### config.mk
export PLATFORM = sky130hd
export DESIGN_NAME = alu_exec_unit
export DESIGN_NICKNAME = d
export VERILOG_FILES = /design/src/rtl/alu_exec_unit.sv
export SDC_FILE = /design/constraint.sdc
export NUM_CORES = 1
export LEC_CHECK = 0
export ABC_AREA = 1
export CAP_MARGIN = 10
export CORE_MARGIN = 2
export CORE_UTILIZATION = 50
export DETAILED_ROUTE_END_ITERATION = 6
export HOLD_SLACK_MARGIN = 0.1
export PLACE_DENSITY = 0.74
export REMOVE_ABC_BUFFERS = 1
export SKIP_LAST_GASP = 1
export SLEW_MARGIN = 20
export SYNTH_ARGS = -nofsm -noshare
export SYNTH_HDL_FRONTEND = slang
export SYNTH_SLANG_ARGS = --single-unit
### constraint.sdc
create_clock -name clk -period 2.1 [get_ports clk]
set_input_delay 0.42 -clock clk [delete_from_list [all_inputs] [get_ports clk]]
set_output_delay 0.42 -clock clk [all_outputs]
set_load 0.01 [all_outputs]
### src/rtl/alu_exec_unit.sv
// alu_exec_unit: multi-cycle EX-stage ALU with valid/ready handshakes on both sides.
// Shifts advance one bit per cycle through the SHIFT state.
// Compile-time option: define ALU_FAST_SHIFT_EN to turn sll/srl into single-cycle
// barrel shifts. The SHIFT state is then never entered. Results are identical in
// both builds; only the shift latency differs.
module alu_exec_unit #(
  parameter int unsigned WIDTH = 32
) (
  input  logic             clk,
  input  logic             reset,
  input  logic             in_valid,
  output logic             in_ready,
  input  logic [3:0]       alu_ctrl,
  input  logic [WIDTH-1:0] a,
  input  logic [WIDTH-1:0] b,
  input  logic [4:0]       shamt,
  output logic             out_valid,
  input  logic             out_ready,
  output logic [WIDTH-1:0] result,
  output logic             zero,
  output logic             ovf,
  output logic             err
);

  localparam logic [3:0] OP_AND = 4'b0000;
  localparam logic [3:0] OP_OR  = 4'b0001;
  localparam logic [3:0] OP_ADD = 4'b0010;
  localparam logic [3:0] OP_SUB = 4'b0110;
  localparam logic [3:0] OP_SLT = 4'b0111;
  localparam logic [3:0] OP_SLL = 4'b1000;
  localparam logic [3:0] OP_SRL = 4'b1001;

  typedef enum logic [1:0] {S_IDLE, S_SHIFT, S_DONE} state_t;

  state_t           r_state;
  state_t           w_next;
  logic [3:0]       r_ctrl;
  logic [4:0]       r_cnt;
  logic [WIDTH-1:0] r_result;
  logic             r_zero;
  logic             r_ovf;
  logic             r_err;

  logic             w_accept;
  logic [WIDTH-1:0] w_sum;
  logic [WIDTH-1:0] w_diff;
  logic [WIDTH-1:0] w_res;
  logic [WIDTH-1:0] w_shifted;
  logic             w_ovf;
  logic             w_err;
  logic             w_iter;

  assign w_accept  = in_valid && (r_state == S_IDLE);
  assign w_sum     = a + b;
  assign w_diff    = a - b;
  // The shift register is the result register itself. Its direction comes from the latched opcode.
  assign w_shifted = (r_ctrl == OP_SRL) ? (r_result >> 1) : (r_result << 1);

  // Single-cycle result for the incoming request. w_iter marks an iterative shift start.
  always_comb begin
    w_res  = '0;
    w_ovf  = 1'b0;
    w_err  = 1'b0;
    w_iter = 1'b0;
    case (alu_ctrl)
      OP_AND: w_res = a & b;
      OP_OR:  w_res = a | b;
      OP_ADD: begin
        w_res = w_sum;
        w_ovf = (a[WIDTH-1] == b[WIDTH-1]) && (w_sum[WIDTH-1] != a[WIDTH-1]);
      end
      OP_SUB: begin
        w_res = w_diff;
        w_ovf = (a[WIDTH-1] != b[WIDTH-1]) && (w_diff[WIDTH-1] != a[WIDTH-1]);
      end
      OP_SLT: w_res = {{(WIDTH-1){1'b0}}, ($signed(a) < $signed(b))};
`ifdef ALU_FAST_SHIFT_EN
      OP_SLL: w_res = b << shamt;
      OP_SRL: w_res = b >> shamt;
`else
      OP_SLL, OP_SRL: begin
        w_res  = b;
        w_iter = (shamt != '0);
      end
`endif
      default: w_err = 1'b1;
    endcase
  end

  // State register
  always_ff @(posedge clk or posedge reset) begin
    if (reset) r_state <= S_IDLE;
    else       r_state <= w_next;
  end

  // Next-state logic
  always_comb begin
    w_next = r_state;
    case (r_state)
      S_IDLE:  if (w_accept) w_next = w_iter ? S_SHIFT : S_DONE;
      S_SHIFT: if (r_cnt == 5'd1) w_next = S_DONE;
      S_DONE:  if (out_ready) w_next = S_IDLE;
      default: w_next = S_IDLE;
    endcase
  end

  // Outputs are decoded from the state and the result registers
  always_comb begin
    in_ready  = (r_state == S_IDLE);
    out_valid = (r_state == S_DONE);
    result    = r_result;
    zero      = r_zero;
    ovf       = r_ovf;
    err       = r_err;
  end

  // Datapath: latch on accept, shift in SHIFT, hold in DONE
  always_ff @(posedge clk or posedge reset) begin
    if (reset) begin
      r_ctrl   <= '0;
      r_cnt    <= '0;
      r_result <= '0;
      r_zero   <= 1'b0;
      r_ovf    <= 1'b0;
      r_err    <= 1'b0;
    end else begin
      case (r_state)
        S_IDLE: begin
          if (w_accept) begin
            r_ctrl   <= alu_ctrl;
            r_cnt    <= w_iter ? shamt : '0;
            r_result <= w_res;
            r_zero   <= (w_res == '0);
            r_ovf    <= w_ovf;
            r_err    <= w_err;
          end
        end
        S_SHIFT: begin
          r_result <= w_shifted;
          r_cnt    <= r_cnt - 5'd1;
          if (r_cnt == 5'd1) r_zero <= (w_shifted == '0);
        end
        default: ;
      endcase
    end
  end

endmodule

==> results.md, run 1 <==
- Count of cell types in the netlist: 45
- Status: did not finish
- Error: [ERROR GRT-0232] Routing congestion too high. Check the congestion heatmap in the GUI.
- H-tree depth: 2
- Overall Global Routing Usage: 96.63%
- Number of synthesized flops with an enable pin: 0
- Synth Warn #: 0
- Post-Place Setup Slack: -1223 ps
- CTS root buf: clkbuf_16
- Largest net degree at the start of global routing: 47
- Starting Density: 51.19%
- GP Congestion: about 1.0
- Number of port buffers: around 110
- CTS Buffer Depth: 2
- Die height: 139.8 um
- Synth Flop Type: dfrtp_1
- Die W: 139.8 um
- IO Pins: 114
- Seq/Total Area, Yosys: 12.48%
- WEP type: register input
- Syn avg cell area: 5.495 um2
- DP HPWL: 31.93 mm
- Num CTS Buffers: 5
- #FFs+latches synth: 46
- Cells after Synth: 1679
- Synth async-reset ratio: 100.0%
- GRT overflow: 1600
- FP Rows: 49
- Worst-path endpoint after global-route repair_timing: zero$_DFFE_PP0P_/D
- Fail Step: 5_1_grt
- Synthesized cell area: slightly above 9000 um2
- CTS Sinks: 46
==> cells in the mapped netlist, drive strengths merged (7+ instances only) <==
cell	count	area share, %
nand3	155	8.5
dfrtp	46	12
nand2	522	22
nor2	184	7.8
o211ai	11	0.90
o21bai	12	0.98
inv	329	13
nand4	16	1.1
o221ai	10	0.95
a221oi	7	0.66
o21ai	62	3.4
ha	103	14
a21oi	79	4.5
buf	36	2.5
nor4	7	0.47
o22ai	34	2.3
clkbuf	17	0.69
nor3	21	1.4
==> per-layer routing <==
layer | global-route usage [%] | GRT overflow
met5 | 27.82 | 0
met4 | 110.1 | 330
met3 | 70.51 | 13
met2 | 129.2 | 1241
met1 | 86.25 | 16
==> metrics by stage <==
| stage | area (um2) | instances | hold slack (ps) |
|---|---|---|---|
| after CTS | 15970 | 2366 | 488.1 |
| after detailed placement | 12890 | 2296 | 474.3 |
| after floorplan | 8932 | 1626 | 453.7 |
| after global placement | 12890 | 2296 | 467.8 |
==> cells by family after synthesis <==
| family | count (synthesis) | synth area share (%) |
|---|---|---|
| AOI/OAI and AO/OA | 226 | 14.54 |
| DFF | 46 | 12.48 |
| buffers and inverters | 383 | 16.61 |
| xor gates and xnor gates | 5 | 0.4746 |
| adders and majority gates | 105 | 14.40 |
| and+or+nand+nor | 914 | 41.50 |
==> timing repair <==
| action | 4_1_cts |
|---|---|
| pin swaps | 293 |
| gates cloned | 2 |
| buffers inserted | 63 |
| resized for setup | 995 |
| setup endpoints to repair | 33 |
| hold buffers | 0 |
==> inputs of run 2 (changes only) <==
CORE_UTILIZATION = 35   (was 50)
HOLD_SLACK_MARGIN = unset   (was 0.1)
PLACE_DENSITY = unset   (was 0.74)
PLACE_DENSITY_LB_ADDON = 0.15   (was unset)
==> results.md, run 2 <==
- Status: finished with violations
- Failing checks: setup timing
- H-tree depth: 2
- Setup violators final: 19
- Crit path arrival time: between 2000 and 3000 ps
- Vias: 13390
- Hold Crit Class: input port to async pin
- GP Congestion: 1.029
- Max reg flops: 32
- DR vias/cell: 5.227
- Net Sw Frac: 46.89%
- Setup repair after global routing missed its margin: yes
- Tmin final: 2457 ps
- Synth Warn #: 0
- Area growth from synthesis to layout: 95.58%
- First-pass GRT wire length: 66.80 mm
- Power per cell area: 532.2 nW/um2
- Final Cycle Share: 117.0%
- Synthesized cell area: 9226 um2
- Most common cell after layout, fill and taps aside: buf_4
- Pint: 0.005101 W
- Startpoint Class: input port
- Worst skew pair latency: 300 ps
- Clock Power Share: 8.9%
- Dpl cells: 2436
- First drt pass iteration count: 5
- Slew @ Worst Pin: roughly 520 ps
- #FFs+latches synth: 46
- CTS Buffer Depth: 2
- Top cells by area, synth: nand2_1, ha_1, inv_1, dfrtp_1, nand3_1
- Full die area: 27680 um2
- Post-synth top area cell: nand2_1
- Sequential power share: 17.2%
- Top-count cell post-synth: nand2_1
- Overall Global Routing Usage: 29.78%
- Critical path class: input port to flip-flop
- Final WS setup: -356.7 ps
- Starting Density: 35.51%
- Top-area cell type share of the netlist area: 20.71%
- Critical path fanouts, max: 5
- Length in cells of the worst reg-to-reg path: 11
- Seq/Total Area, Yosys: between 10% and 20%
- Finished Layout Cells: approximately 2600
- Leak: 9.225 nW
- IO Pins: 114
- Vias in the first global route: 12820
- GRT overflow: 0
- Placed instance area: 13310 um2
- Clock Skew: between 9 and 10 ps
- Worst hold slack: 447.9 ps
- Count of cell types in the netlist: 45
- DP HPWL: 33.21 mm
- Synth async-reset ratio: 100.0%
- Final instance area: around 18000 um2
- Max Cap Viol: 0
- Share of cells above drive strength 1: 55.86%
- Antenna viol nets, final: 0
- Initial antenna violation count: 0
- Number of port buffers: 113
- Syn avg cell area: around 5.5 um2
- Num CTS Buffers: 5
- Crit path capture type: flip-flop
- FP Rows: 59
- Max VDD drop: 902.5 uV
- Core region area: 25980 um2
- Drt wl/cell: 17.51 um
- Largest net degree at the start of global routing: 29
- Combinational Power Share: 73.8%
- Nets@finish: 2408
- Die W: 166.4 um
- CTS tree: done
- CTS root buf: clkbuf_16
- Top post-synthesis cells by count: nand2_1, inv_1, nor2_1
- Final Max Tran Viols: 0
- Number of synthesized flops with an enable pin: 0
- Diodes inserted: 0
- Worst EP required: ~2300 ps
- CTS clk-pin slew, worst paths: 70 ps
- Maximum clock frequency: ~410 MHz
- Final hold vios: 0
- CTS Sinks: 46
- Max-slew headroom at the worst pin: 65.05%
- # DRC: 0
- Die height: approximately 170 um
- Most frequent cells in the layout: buf_4, nand2_1, inv_1, nand2_2, buf_6
- Initial DRC count: 1118
- Cells after Synth: 1679
- Final wirelength: 44.86 mm
- Synth Flop Type: dfrtp_1
- Sw Pwr: 0.004503 W
## run 2: routing by layer
| metal | global-route usage (%) | up-vias | part of all wire, % |
|---|---|---|---|
| li1 | - | 6399 | - |
| met1 | 39.25 | 6259 | 42 |
| met2 | 50.93 | 584 | 47 |
| met3 | 2.693 | 150 | 6.3 |
| met4 | 10.38 | 0 | 4.7 |
| met5 | 0 | - | 0 |
## run 2: timing repair
| action | in CTS | in global routing |
|---|---|---|
| setup buffers | 74 | 56 |
| endpoints found under the hold margin | 0 | 0 |
| endpoints found under the setup margin | 34 | 27 |
| gates cloned | 2 | 0 |
| resized for setup | 882 | 441 |
| hold buffers | 0 | 0 |
| pin swaps | 188 | 252 |
## run 2: worst paths after layout
path / from / to / slack (ps)
worst max-delay path: a[1] / zero / -360
worst min-delay path: reset / result[12] / 450
worst max register to register: r_ctrl[1] / zero / -60
worst min register to register: r_ctrl[2] / r_ctrl[2] / 500
max in group asynchronous: reset / result[15] / 1150
min in group clk: r_ctrl[2] / r_ctrl[2] / 500
## run 2: kinds of logic (layout without fill, tap and decap cells)
| group | count (synthesis) | in the layout | share of synthesized area [%] |
|---|---|---|---|
| AOI/OAI and AO/OA | 226 | 226 | 14.54 |
| xor gates and xnor gates | 5 | 5 | 0.4746 |
| adders and majority gates | 105 | 105 | 14.40 |
| buffers and inverters | 383 | 931 | 16.61 |
| DFF | 46 | 46 | 12.48 |
| and+or+nand+nor | 914 | 914 | 41.50 |
## run 2: critical path: stages
cell and delay (ps):
buf_4 140, buf_4 140, fa_2 410, buf_6 140, buf_4 130, nand3_4 90, nand3_4 120, buf_6 150
buf_6 110, nand3_4 70, nand4_1 90, nand3_1 110, nand3_2 80, nor2_1 110, nand2_1 50, nor2_1 90
nand3_1 110, a21oi_2 130
## run 2: metrics by stage
stage	power (W)	util (%)	setup slack, ps	TNS (ps)
floorplan	0.004187	-	-807.3	-18800
finish	0.009604	69.44	-356.7	-1665
detailed placement	0.006969	51.20	-1270	-30670
global route	0.01022	69.44	-494.2	-3788
CTS	0.008761	62.24	-311.5	-911.2
global placement	0.006936	51.20	-1237	-29950
## run 2: power groups by stage
stage | Clock (W) | Sequential, W | Combinational [W]
final | 0.000859 | 0.00166 | 0.00709
after detailed placement | 0 | 0.00166 | 0.00530
after CTS | 0.000870 | 0.00165 | 0.00624
after global placement | 0 | 0.00167 | 0.00527
after global routing | 0.000898 | 0.00171 | 0.00761
after floorplan | 0 | 0.00172 | 0.00247
## run 2: area by class of cell
class / instances / area, um2
clock inverter: 1 / 8.758
multi-input combinational: 1250 / 9682
timing repair buffer: 593 / 5273
inverter: 330 / 1359
clock buffer: 7 / 152.6
fill: 2152 / 7940
sequential: 46 / 1151
tap: 335 / 419.2
No activity file was read; power rests on OpenSTA's default activity.
==> inputs of run 3 (changes only) <==
CELL_PAD_IN_SITES_DETAIL_PLACEMENT = 1   (was unset)
CELL_PAD_IN_SITES_GLOBAL_PLACEMENT = 2   (was unset)
CORE_ASPECT_RATIO = 0.6   (was unset)
CORE_UTILIZATION = 29   (was 35)
==> results.md, run 3 (synthesis gave the netlist of run 2 again) <==
- Maximum clock frequency: just under 400 MHz
- Max reg flops: 32
- Most common cell after layout, fill and taps aside: buf_4
- Final Max Tran Viols: 0
- Failing checks: setup timing
- Share of cells above drive strength 1: approximately 60%
- Flop-to-flop setup slack: -190 ps
- Clock Skew: 8.591 ps
- CTS Buffer Depth: 2
- First drt pass iteration count: 5
- Initial antenna violation count: 0
- CTS Sinks: 46
- Initial DRC count: around 1100
- Power per cell area: between 500 and 600 nW/um2
- Largest net degree at the start of global routing: 47
- IO Pins: 114
- CTS clk-pin slew, worst paths: 80 ps
- Post-CTS Hold Buffers: 0
- Final hold vios: 0
- Full die area: 33310 um2
- Worst EP required: 2340 ps
- Placed instance area: ~14000 um2
- Starting Density: 29.56%
- GP Congestion: 0.9486
- Setup repair after global routing missed its margin: yes
- Worst hold slack: about 470 ps
- Overall Global Routing Usage: 33.87%
- Max Cap Viol: 0
- Area growth from synthesis to layout: 112.7%
- Slew @ Worst Pin: roughly 710 ps
- Vias in the first global route: 14700
- Max VDD drop: 621.9 uV
- Max layer used: met4
- Num CTS Buffers: 5
- Status: finished with violations
- Final Cycle Share: 121.7%
- Max-slew headroom at the worst pin: 52.45%
- Antenna viol nets, final: 0
- First-pass GRT wire length: roughly 85 mm
- Met1 wire length: about 28 mm
- Number of port buffers: 113
- Most frequent cells in the layout: buf_4, nand2_1, inv_1, nand2_2, buf_6
- Core region area: 31220 um2
- Die W: approximately 230 um
- Leak: ~10 nW
- Post-Place Setup Slack: -1596 ps
- DR vias/cell: approximately 5.4
- CTS root buf: clkbuf_16
- Final WS setup: -456.5 ps
- Final instance area: approximately 20000 um2
- Startpoint Class: input port
- Die height: ~140 um
- Hold Crit Class: input port to async pin
- Setup TNS: -5113 ps
- DP HPWL: 44.24 mm
- CTS tree: done
- Fill cells: about 3800
- Met3 WL: 4.554 mm
- FP Rows: 50
- Worst skew pair latency: 310 ps
- Final wirelength: 65.42 mm
- Diodes inserted: 0
- GRT overflow: 0
- Vias: approximately 15000
- Tmin final: 2556 ps
- Critical path fanouts, max: 5
- # DRC: 0
- H-tree depth: 2
- Crit path arrival time: 2800 ps
- Met2 WL: 29.61 mm
- Nets@finish: 2521
- Critical path class: input port to flip-flop
- Crit path capture type: flip-flop
- Drt wl/cell: 23.74 um
- Final core utilization: between 60% and 70%
- Setup violators final: 27
==> run 3: cell count changes in the layout (fill, tap and decap cells not counted), moves of 11 or more <==
cell and delta:
buf_4 +91, buf_6 +26, ha_2 -11, nand2_1 -22, nand2_4 +18, nand3_1 -13
nand3_2 +11, nor2_1 -30, nor2_2 +22
==> run 3: worst max-delay path, stage by stage <==
cell and delay [ps]:
buf_6 100, inv_2 100, ha_4 240, buf_12 160
nor2_4 190, nand2_1 150, nor2_2 160, nand2_2 80
nand3_4 150, nand2_1 90, nand2_1 90, nor2_2 60
nor2_2 120, nand2_1 110, nor2_2 140, nand3_2 90
nor2_4 140, nand3_2 80, a21oi_2 110
==> run 3: stage by stage <==
stage          total power, W  cells
4_1_cts              0.009907   2721
3_5_place_dp         0.007742   2621
2_1_floorplan        0.004187   1626
3_3_place_gp         0.007609   2621
6_report              0.01096   2756
5_1_grt               0.01152   2756
==> run 3: final timing paths <==
check	cells after the start	to	startpoint
min reg2reg	2	r_ctrl[2]	r_ctrl[2]
min in group clk	2	r_ctrl[2]	r_ctrl[2]
min	3	result[7]	reset
max	19	zero	a[6]
max in group asynchronous	3	r_cnt[1]	reset
max reg2reg	12	zero	r_ctrl[1]
==> run 3: timing repair <==
item | 4_1_cts | 5_1_grt
resized for setup | 1052 | 435
cloned | 1 | 0
endpoints found under the hold margin | 0 | 0
pin swaps | 257 | 236
endpoints found under the setup margin | 36 | 30
buffers inserted | 101 | 50
==> run 3: cell type report <==
type | instances | area (um2) | area share (%)
clock buffer | 6 | 138.9 | 0.7078
tap | 416 | 520.5 | 2.653
inverter | 330 | 1383 | 7.046
multi-input combinational | 1250 | 10190 | 51.94
timing repair buffer | 706 | 6225 | 31.72
sequential | 46 | 1151 | 5.867
clock inverter | 2 | 12.51 | 0.06377
==> run 3: per-layer routing <==
layer	vias up	global-route usage, %
li1	6619	-
met4	0	7.695
met5	-	0
met2	630	53.45
met1	7386	47.35
met3	190	6.771
==> run 3: where the power goes <==
group / internal (W) / switching, W
Combinational: 0.00374 / 0.00466
Sequential: 0.00130 / 0.000376
Clock: 0.000474 / 0.000412
